## config.mk

```make
export PLATFORM = sky130hd
export DESIGN_NAME = ntt_cg_addrgen_flat
export DESIGN_NICKNAME = d
export VERILOG_FILES = /design/src/rtl/ntt_pkg.sv /design/src/rtl/ntt_cg_addrgen_if.sv /design/src/rtl/ntt_wr_delay.sv /design/src/rtl/ntt_cg_addrgen.sv /design/src/flat_wrapper.sv
export SDC_FILE = /design/constraint.sdc
export NUM_CORES = 1
export LEC_CHECK = 0
export ABC_CLOCK_PERIOD_IN_PS = 4100
export BUFFER_PORTS_ARGS = -buffer_cell sky130_fd_sc_hd__buf_2
export CAP_MARGIN = 20
export CORE_UTILIZATION = 50
export CTS_BUF_LIST = sky130_fd_sc_hd__clkbuf_4 sky130_fd_sc_hd__clkbuf_8 sky130_fd_sc_hd__clkbuf_16
export DETAILED_ROUTE_END_ITERATION = 12
export PLACE_DENSITY = 0.71
export SLEW_MARGIN = 10
export SYNTH_ARGS = -nofsm -noshare
export SYNTH_HDL_FRONTEND = slang
export SYNTH_SLANG_ARGS = --single-unit
```

## constraint.sdc

```tcl
create_clock -name clk -period 4.1 [get_ports clk]
set_input_delay 0.205 -clock clk [delete_from_list [all_inputs] [get_ports clk]]
set_output_delay 0.205 -clock clk [all_outputs]
set_load 0.01 [all_outputs]
```

## src/rtl/ntt_pkg.sv

```systemverilog
// ntt_pkg: shared state type, default parameters, RAM indices and clog2 helper
// for the constant-geometry NTT address generator.
package ntt_pkg;
    typedef enum logic [1:0] {IDLE, RUN, DRAIN} state_e;
    localparam int LOG_N_DEF = 8;
    localparam int BFU_LAT_DEF = 4;
    localparam int RAM0 = 0;
    localparam int RAM1 = 1;
    localparam int RAM2 = 2;
    localparam int RAM3 = 3;
    function automatic int clog2(input int v);
        int r;
        r = 0;
        while ((1 << r) < v) r++;
        return r;
    endfunction
endpackage

```

## src/rtl/ntt_cg_addrgen_if.sv

```systemverilog
// ntt_cg_addrgen_if: controller-side handshake plus RAM/ROM address bus of the
// NTT address generator; master is the controller, slave is the generator.
interface ntt_cg_addrgen_if #(parameter int LOG_N = ntt_pkg::LOG_N_DEF);
    import ntt_pkg::*;
    localparam int AW = LOG_N - 1;
    localparam int RAW = clog2(LOG_N << LOG_N);
    localparam int SW = clog2(LOG_N);
    logic start, inv, stall, busy, done, bank_sel, rd_en, rom_en, wr_en, wr_upper;
    logic [SW-1:0] stage;
    logic [AW-1:0] rd_addr, wr_addr_a, wr_addr_b;
    logic [RAW-1:0] rom_addr;
    logic [3:0] ram_en, ram_we;
    modport master (
        output start, inv, stall,
        input busy, done, stage, bank_sel, rd_en, rd_addr, rom_en, rom_addr,
        input wr_en, wr_upper, wr_addr_a, wr_addr_b, ram_en, ram_we
    );
    modport slave (
        input start, inv, stall,
        output busy, done, stage, bank_sel, rd_en, rd_addr, rom_en, rom_addr,
        output wr_en, wr_upper, wr_addr_a, wr_addr_b, ram_en, ram_we
    );
endinterface

```

## src/rtl/ntt_wr_delay.sv

```systemverilog
// ntt_wr_delay: stallable shift register carrying {valid, butterfly index}
// from read issue to write, DEPTH advances long.
module ntt_wr_delay #(
    parameter int DEPTH = 4,
    parameter int W = 7
) (
    input  logic         clk,
    input  logic         rst,
    input  logic         adv_i,
    input  logic         v_i,
    input  logic [W-1:0] k_i,
    output logic         v_o,
    output logic [W-1:0] k_o
);
    logic [DEPTH-1:0] v_q;
    logic [W-1:0] k_q [DEPTH];
    always_ff @(posedge clk) begin
        if (rst) begin
            v_q <= '0;
            for (int i = 0; i < DEPTH; i++) k_q[i] <= '0;
        end else if (adv_i) begin
            v_q[0] <= v_i;
            k_q[0] <= k_i;
            for (int i = 1; i < DEPTH; i++) begin
                v_q[i] <= v_q[i-1];
                k_q[i] <= k_q[i-1];
            end
        end
    end
    assign v_o = v_q[DEPTH-1];
    assign k_o = k_q[DEPTH-1];
endmodule

```

## src/rtl/ntt_cg_addrgen.sv

```systemverilog
// ntt_cg_addrgen: constant-geometry radix-2 NTT sequencer driving ping-pong
// RAM pairs, the twiddle ROM and the BFU write-back addresses.
module ntt_cg_addrgen
    import ntt_pkg::*;
#(
    parameter int LOG_N = LOG_N_DEF,
    parameter int BFU_LAT = BFU_LAT_DEF
) (
    input logic clk,
    input logic rst,
    ntt_cg_addrgen_if.slave io
);
    localparam int H = 1 << (LOG_N - 1);
    localparam int AW = LOG_N - 1;
    localparam int RAW = clog2(LOG_N << LOG_N);
    localparam int SW = clog2(LOG_N);
    localparam int CW = clog2(BFU_LAT + 1);

    state_e st_q, st_d;
    logic [AW-1:0] k_q, k_d, rd_k, tail_k;
    logic [CW-1:0] cnt_q, cnt_d;
    logic [SW-1:0] stage_q, stage_d;
    logic bank_q, bank_d, inv_q, inv_d, go, issue, done_d, tail_v, wr_go;
    logic [RAW-1:0] rom_d;
    logic [3:0] en_d, we_d;

    ntt_wr_delay #(.DEPTH(BFU_LAT), .W(AW)) u_dly (
        .clk(clk), .rst(rst), .adv_i(go), .v_i(issue), .k_i(rd_k), .v_o(tail_v), .k_o(tail_k)
    );

    // The edge that leaves IDLE or DRAIN already issues read 0 of the new stage.
    always_comb begin
        st_d = st_q;
        k_d = k_q;
        cnt_d = cnt_q;
        stage_d = stage_q;
        bank_d = bank_q;
        inv_d = inv_q;
        done_d = 1'b0;
        go = !io.stall;
        case (st_q)
            IDLE: if (io.start) begin
                st_d = RUN;
                inv_d = io.inv;
                stage_d = '0;
                bank_d = 1'b0;
                k_d = '0;
            end
            DRAIN: if (go) begin
                if (cnt_q != CW'(BFU_LAT)) cnt_d = cnt_q + CW'(1);
                else begin
                    bank_d = !bank_q;
                    k_d = '0;
                    st_d = stage_q == SW'(LOG_N - 1) ? IDLE : RUN;
                    done_d = stage_q == SW'(LOG_N - 1);
                    stage_d = done_d ? stage_q : stage_q + SW'(1);
                end
            end
            default: ;
        endcase
        rd_k = k_d;
        issue = go && (st_q == RUN || st_d == RUN);
        if (issue) begin
            k_d = rd_k + AW'(1);
            if (rd_k == AW'(H - 1)) begin
                st_d = DRAIN;
                cnt_d = '0;
            end
        end
        rom_d = (inv_d ? RAW'(LOG_N * H) : RAW'(0)) + (RAW'(stage_d) << AW) + RAW'(rd_k);
        wr_go = tail_v && go;
        we_d = wr_go ? 4'(1) << ((bank_d ? RAM0 : RAM2) + int'(tail_k[AW-1])) : 4'(0);
        en_d = we_d | (issue ? (4'(1) << (bank_d ? RAM2 : RAM0)) | (4'(1) << (bank_d ? RAM3 : RAM1)) : 4'(0));
    end

    always_ff @(posedge clk) begin
        if (rst) begin
            st_q <= IDLE;
            k_q <= '0;
            cnt_q <= '0;
            stage_q <= '0;
            bank_q <= 1'b0;
            inv_q <= 1'b0;
            io.busy <= 1'b0;
            io.done <= 1'b0;
            io.rd_en <= 1'b0;
            io.rom_en <= 1'b0;
            io.rd_addr <= '0;
            io.rom_addr <= '0;
            io.wr_en <= 1'b0;
            io.wr_upper <= 1'b0;
            io.wr_addr_a <= '0;
            io.wr_addr_b <= '0;
            io.ram_en <= '0;
            io.ram_we <= '0;
        end else begin
            st_q <= st_d;
            k_q <= k_d;
            cnt_q <= cnt_d;
            stage_q <= stage_d;
            bank_q <= bank_d;
            inv_q <= inv_d;
            io.busy <= st_d != IDLE || done_d;
            io.done <= done_d;
            io.rd_en <= issue;
            io.rom_en <= issue;
            io.wr_en <= wr_go;
            io.ram_en <= en_d;
            io.ram_we <= we_d;
            if (issue) begin
                io.rd_addr <= rd_k;
                io.rom_addr <= rom_d;
            end
            // Butterfly k writes y[2k], y[2k+1]; the top bit of k picks the upper RAM.
            if (wr_go) begin
                io.wr_upper <= tail_k[AW-1];
                io.wr_addr_a <= {tail_k[AW-2:0], 1'b0};
                io.wr_addr_b <= {tail_k[AW-2:0], 1'b1};
            end
        end
    end

    assign io.stage = stage_q;
    assign io.bank_sel = bank_q;
endmodule

```

## src/flat_wrapper.sv

```systemverilog
// flat-port wrapper written by rule: the top's interface ports become plain ports
module ntt_cg_addrgen_flat import ntt_pkg::*;
#(
    parameter int LOG_N = LOG_N_DEF,
    parameter int BFU_LAT = BFU_LAT_DEF
)
  (clk, rst, io_start, io_inv, io_stall, io_busy, io_done, io_stage, io_bank_sel, io_rd_en, io_rd_addr, io_rom_en, io_rom_addr, io_wr_en, io_wr_upper, io_wr_addr_a, io_wr_addr_b, io_ram_en, io_ram_we);
  ntt_cg_addrgen_if #(.LOG_N(LOG_N)) io_i ();
  input logic clk;
  input logic rst;
  input wire logic [$bits(io_i.start)-1:0] io_start;
  input wire logic [$bits(io_i.inv)-1:0] io_inv;
  input wire logic [$bits(io_i.stall)-1:0] io_stall;
  output wire logic [$bits(io_i.busy)-1:0] io_busy;
  output wire logic [$bits(io_i.done)-1:0] io_done;
  output wire logic [$bits(io_i.stage)-1:0] io_stage;
  output wire logic [$bits(io_i.bank_sel)-1:0] io_bank_sel;
  output wire logic [$bits(io_i.rd_en)-1:0] io_rd_en;
  output wire logic [$bits(io_i.rd_addr)-1:0] io_rd_addr;
  output wire logic [$bits(io_i.rom_en)-1:0] io_rom_en;
  output wire logic [$bits(io_i.rom_addr)-1:0] io_rom_addr;
  output wire logic [$bits(io_i.wr_en)-1:0] io_wr_en;
  output wire logic [$bits(io_i.wr_upper)-1:0] io_wr_upper;
  output wire logic [$bits(io_i.wr_addr_a)-1:0] io_wr_addr_a;
  output wire logic [$bits(io_i.wr_addr_b)-1:0] io_wr_addr_b;
  output wire logic [$bits(io_i.ram_en)-1:0] io_ram_en;
  output wire logic [$bits(io_i.ram_we)-1:0] io_ram_we;
  assign io_i.start = io_start;
  assign io_i.inv = io_inv;
  assign io_i.stall = io_stall;
  assign io_busy = io_i.busy;
  assign io_done = io_i.done;
  assign io_stage = io_i.stage;
  assign io_bank_sel = io_i.bank_sel;
  assign io_rd_en = io_i.rd_en;
  assign io_rd_addr = io_i.rd_addr;
  assign io_rom_en = io_i.rom_en;
  assign io_rom_addr = io_i.rom_addr;
  assign io_wr_en = io_i.wr_en;
  assign io_wr_upper = io_i.wr_upper;
  assign io_wr_addr_a = io_i.wr_addr_a;
  assign io_wr_addr_b = io_i.wr_addr_b;
  assign io_ram_en = io_i.ram_en;
  assign io_ram_we = io_i.ram_we;
  ntt_cg_addrgen #(.LOG_N(LOG_N), .BFU_LAT(BFU_LAT)) u_core (.clk(clk), .rst(rst), .io(io_i));
endmodule
```

Word-level counts from Yosys, hierarchy flattened
Memory sizes are Yosys's and may differ from the RTL's.
Cells that the tools add are included.
- RAM bits: 28
- memories kept: 1
- logic and storage cells: 94
- register bits after elaboration: 65
- memory list (name ; words ; bits a word ; read ports ; clocked after memory_dff ; wr ports ; RTL line ; text):
    u_core.u_dly.k_q ; 4 ; 7 ; 4 ; 0 ; 4 ; ntt_wr_delay.sv:16 ; logic [W-1:0] k_q [DEPTH];
- eq/ne operators: 6
- $add $sub $neg: 6
- bitwise logic cells: 6
- mux-type cells: 46
- shifts and indexed selects: 3
- reduce and logical (&&, ||, !) cells: 8
- operators with widths (kind ; number):
    1-bit by 32-bit << shifter with 4-bit output (first input constant) ; 3
    7-bit two-way mux ; 8
    32-bit by 2-bit adder with 32-bit output ; 1
    3-bit two-way mux ; 9
    2-bit two-way mux ; 8
    1-bit two-way mux ; 14
    7-bit case mux with 2 select lines ; 1
    11-bit by 10-bit adder with 11-bit output ; 1
    11-bit by 7-bit adder with 11-bit output ; 1
    11-bit two-way mux ; 1
    4-bit two-way mux ; 2
    4-bit OR ; 2
    7-bit by 1-bit adder with 7-bit output (second input constant) ; 1
    7-bit == test (second input constant) ; 1
    3-bit by 1-bit adder with 3-bit output (second input constant) ; 2
    3-bit case mux with 2 select lines ; 1
    2-bit by 1-bit == test with 1-bit output (second input constant) ; 2
    1-bit OR ; 4
    2-bit case mux with 2 select lines ; 1
    3-bit == test (second input constant) ; 1
    3-bit != test (second input constant) ; 1
    2-bit == test (second input constant) ; 1
    1-bit logical AND ; 2
    1-bit zero test ; 2
    4 further kinds ; 5

Logic depth before layout (Yosys ltp)
- word-level depth: 11
- gate-level depth with buffers: 11

Cells and area by module
A second synthesis with hierarchy kept.
- cell total of the unflattened synthesis: 322
- area total of the unflattened synthesis: 3403.3 um^2
- by module, submodules not included (module ; sequential area each (um^2) ; instances ; cells each ; area each (um^2)):
    ntt_cg_addrgen ; 960.9 ; 1 ; 241 ; 2067.0
    ntt_wr_delay ; 920.9 ; 1 ; 81 ; 1336.3

Worst setup path before layout
Ideal clock, no wire load.
- path kind: flip-flop to flip-flop
- start: register u_core.cnt_q[0]
- end: register u_core.cnt_q[0]
- data required time: 4022 ps
- arrival: 2037 ps
- path buffers: 1
- stages on the path, launching flop included: 11
- setup slack: 1985 ps
- library setup time: 78 ps
- cell sequence: dfxtp_1 inv_1 ha_1 nand4b_4 a21o_1 buf_2 and2_1 ha_1 and3_1 and3_1 nor3_1
- elaborated cells on any way between the ends: 17
- those cells by class: add/sub: 1; eq/ne: 3; mux: 11; reduce/logical: 2
- RTL lines (what ; RTL line ; text):
    start, declared ; ntt_cg_addrgen.sv:21 ; logic [CW-1:0] cnt_q, cnt_d;
    start signal, assigned ; ntt_cg_addrgen.sv:99 ; cnt_q <= cnt_d;
    3-bit != test ; ntt_cg_addrgen.sv:50 ; if (cnt_q != CW'(BFU_LAT)) cnt_d = cnt_q + CW'(1);
    7-bit two-way mux ; ntt_cg_addrgen.sv:50 ;
    7-bit two-way mux ; ntt_cg_addrgen.sv:49 ; DRAIN: if (go) begin
    7-bit case mux with 2 select lines ; ntt_cg_addrgen.sv:41 ; case (st_q)
    via u_core.rd_k[1] ; ntt_cg_addrgen.sv:20 ; logic [AW-1:0] k_q, k_d, rd_k, tail_k;
    7-bit == test ; ntt_cg_addrgen.sv:65 ; if (rd_k == AW'(H - 1)) begin
    3-bit two-way mux ; ntt_cg_addrgen.sv:65 ;
    3-bit two-way mux ; ntt_cg_addrgen.sv:63 ; if (issue) begin
The timed path passes the listed nets, and every way through them passes these cells.
A chain may end at the register's enable or synchronous reset.

Final worst setup path
Ends and elaborated chain as after synthesis.

==> results.md <==
- Num CTS Buffers: 9
- Yosys top cell by area: dfxtp_1
- Vias in the first global route: 1868
- Worst-path clk slew: 0.08 ns
- Worst skew pair latency: 0.35 ns
- Post-synth top flop: dfxtp_1
- Port bufs: 53
- Chip width: 81.8 µm
- Setup_tns: 0 ns
- Netlist cell types: 38
- Cells along the critical path: inv_1 > ha_1 > nand4b_4 > a21o_1 > and2_1 > ha_1 > and3_1 > and3_1 > nor3_1
- GRT overflow: 0
- Critical Path RT: 4.36 ns
- Total number of vias: 2145
- Largest net degree at the start of global routing: 45
- Gr usage total: 0.177
- CTS Hold Buffers Added: 0
- Setup WS pre-CTS: 1.67 ns
- Outcome: complete, no violations
- WL met1: 2.45 mm
- Worst Skew: 0.0130 ns
- Post-synthesis sequential area ratio: 0.590
- Top routing layer used: met4
- Synth top area cells: dfxtp_1 (33%), edfxtp_1 (26%), and2_1 (4.5%)
- Max rail drop VDD: 251 µV
- # resized after CTS: 0
- Die Y: 81.8 µm
- Nets: 348
- Synthesis Warnings: 0
- Most frequent cells in the layout: buf_2 (53), dfxtp_1 (52), nand2_1 (38)
- Syn Inst Count: 304
- Final Cycle Share: 0.601
- Max-slew headroom: 0.451
- Site Rows: 28
- Hold Path Class: in2reg
- Commonest non-fill, non-tap cell in the layout: buf_2
- CTS tree: built
- Crit-path slowest cell: a21o_1
- Post-DR wirelength/cell: 12.6 µm
- Synth Area per Inst: 10.5 µm²
- WS Path Type: reg2reg
- CP endpoint kind: register
- CP Max Fanout: 19
- Synthesized cell area: 3190 µm²
- Starting Density: 0.529
- Final setup fails: 0
- Total die area: 6700 µm²
- DP HPWL: 3.38 mm
- Core box area: 6030 µm²
- Crit-path max cell delay: 0.40 ns
- Fin. Hold Viols: 0
- Clk sink count: 80
- Async SR Flop Fraction: 0
- Htree depth: 3
- GP Congestion: 0.775
- Achievable clock frequency: 0.406 GHz
- Clock tree buffer depth: 2
- Unrepaired setup endpoints after global routing: no
- WL met3: 269 µm
- #FFs+latches synth: 80
- Number of enable flip-flop cells after synthesis: 28
- DRC: 0
- # IOs: 55
- Routed Antenna Nets: 0
- Initial DRT Pass Iterations: 4
- Antenna violations before repair: 0
- Worst-margin pin slew: 0.823 ns
- Final min period: 2.46 ns
- DR iter-0 viols: 106
- Clock root buffer: clkbuf_8
- PwrDens: 430 nW/µm²
- Antenna cell count: 0
- Layout cells sized above 1: 0.224
- Min setup slack post-route: 1.64 ns
- Synthesized Nets: 313
- Avg Vias per Cell: 5.12
- Leak: 1.61 nW
- Yosys top cell area share: 0.327
- Final core occ: 0.600
- WP data arrival: 2.72 ns
- First-pass GRT wire length: 8.67 mm
- Max-Cap Viols: 0
- Setup bufs post-CTS: 0
- CP Launch Type: register
- # fillers: 511
- WL met2: 2.43 mm
- Final Max Tran Viols: 0
- Total wire length: 5.27 mm
- Layout area overhead: 13.5%
state kept, by name (all words and copies together) (netlist names):
signal               cells
u_core.k_q               7
u_core.cnt_q             3
u_core.io.done           1
u_core.io.rd_en          1
u_core.u_dly.k_q        28
u_core.io.stage          3
u_core.io.ram_en         4
u_core.st_q              2
u_core.io.ram_we         4
u_core.io.wr_addr_b      7
u_core.io.rom_addr      11
u_core.io.wr_upper       1
u_core.io.bank_sel       1
u_core.u_dly.v_q         4
u_core.io.wr_en          1
u_core.io.busy           1
u_core.inv_q             1
cells in the mapped netlist, types with 8 or more instances:
| cell type | instances |
|---|---|
| nor2_1 | 23 |
| dfxtp_1 | 52 |
| and2_1 | 23 |
| and3_1 | 8 |
| edfxtp_1 | 28 |
| nand3_1 | 10 |
| buf_4 | 16 |
| inv_1 | 8 |
| nand2_1 | 38 |
| a21oi_1 | 23 |
| nor3_1 | 9 |
| clkbuf_1 | 9 |
critical path: cells and delay by family, from the launching register on:
family	cells	cell delay (ns)
compound gates	1	0.40
simple gates	5	1.10
flops	1	0.32
fa+ha+maj	2	0.46
buf+inv	1	0.09
logic make-up (layout without fill, tap and decap cells):
logic type / count (synthesis) / count (layout) / synth area share
xor+xnor: 4 / 4 / 0.0110
compound gates: 44 / 44 / 0.0903
flops: 80 / 80 / 0.591
fa+ha+maj: 4 / 4 / 0.0157
other cells: 1 / 1 / 0.00118
buf+inv: 38 / 78 / 0.0656
simple gates: 125 / 125 / 0.200
mux: 8 / 8 / 0.0255
metal layers:
metal	up-vias	GRT usage
li1	1101	-
met5	-	0
met4	0	0.109
met2	66	0.284
met1	967	0.217
met3	11	0.0389
path summary, 6_finish.rpt:
path,from,to,slack (ns),cells past startpoint
hold reg to reg,u_core.io.wr_upper,u_core.io.wr_upper,0.45,2
setup / recovery,u_core.cnt_q[0],u_core.cnt_q[0],1.64,9
hold / removal,io_inv,u_core.inv_q,0.12,3
setup reg to reg,u_core.cnt_q[0],u_core.cnt_q[0],1.64,9
cell type report:
cell class	count	area, µm²	area share
clock buffer	9	124	0.0342
clock inverter	7	96.3	0.0266
inverter	8	30.0	0.00830
multi-input combinational	186	1100	0.304
sequential	80	1880	0.520
tap	75	93.8	0.0259
timing repair buffer	54	293	0.0809
per-stage QoR:
| stage | instances | power (mW) | hold WS (ns) | instance area, µm² |
|---|---|---|---|---|
| after global placement | 402 | 0.937 | 0.442 | 3370 |
| after global routing | 419 | 1.61 | 0.165 | 3620 |
| after detailed placement | 402 | 0.940 | 0.444 | 3370 |
| final | 419 | 1.55 | 0.124 | 3620 |
| after floorplan | 304 | 0.923 | 0.332 | 3190 |
| after CTS | 418 | 1.57 | 0.112 | 3590 |
report_power, final:
| part | total, mW | internal [mW] | switching [mW] |
|---|---|---|---|
| combinational | 0.0695 | 0.0233 | 0.0462 |
| sequential | 0.854 | 0.844 | 0.00976 |
| clock | 0.631 | 0.344 | 0.287 |
Power figures use the tool's default switching activity.
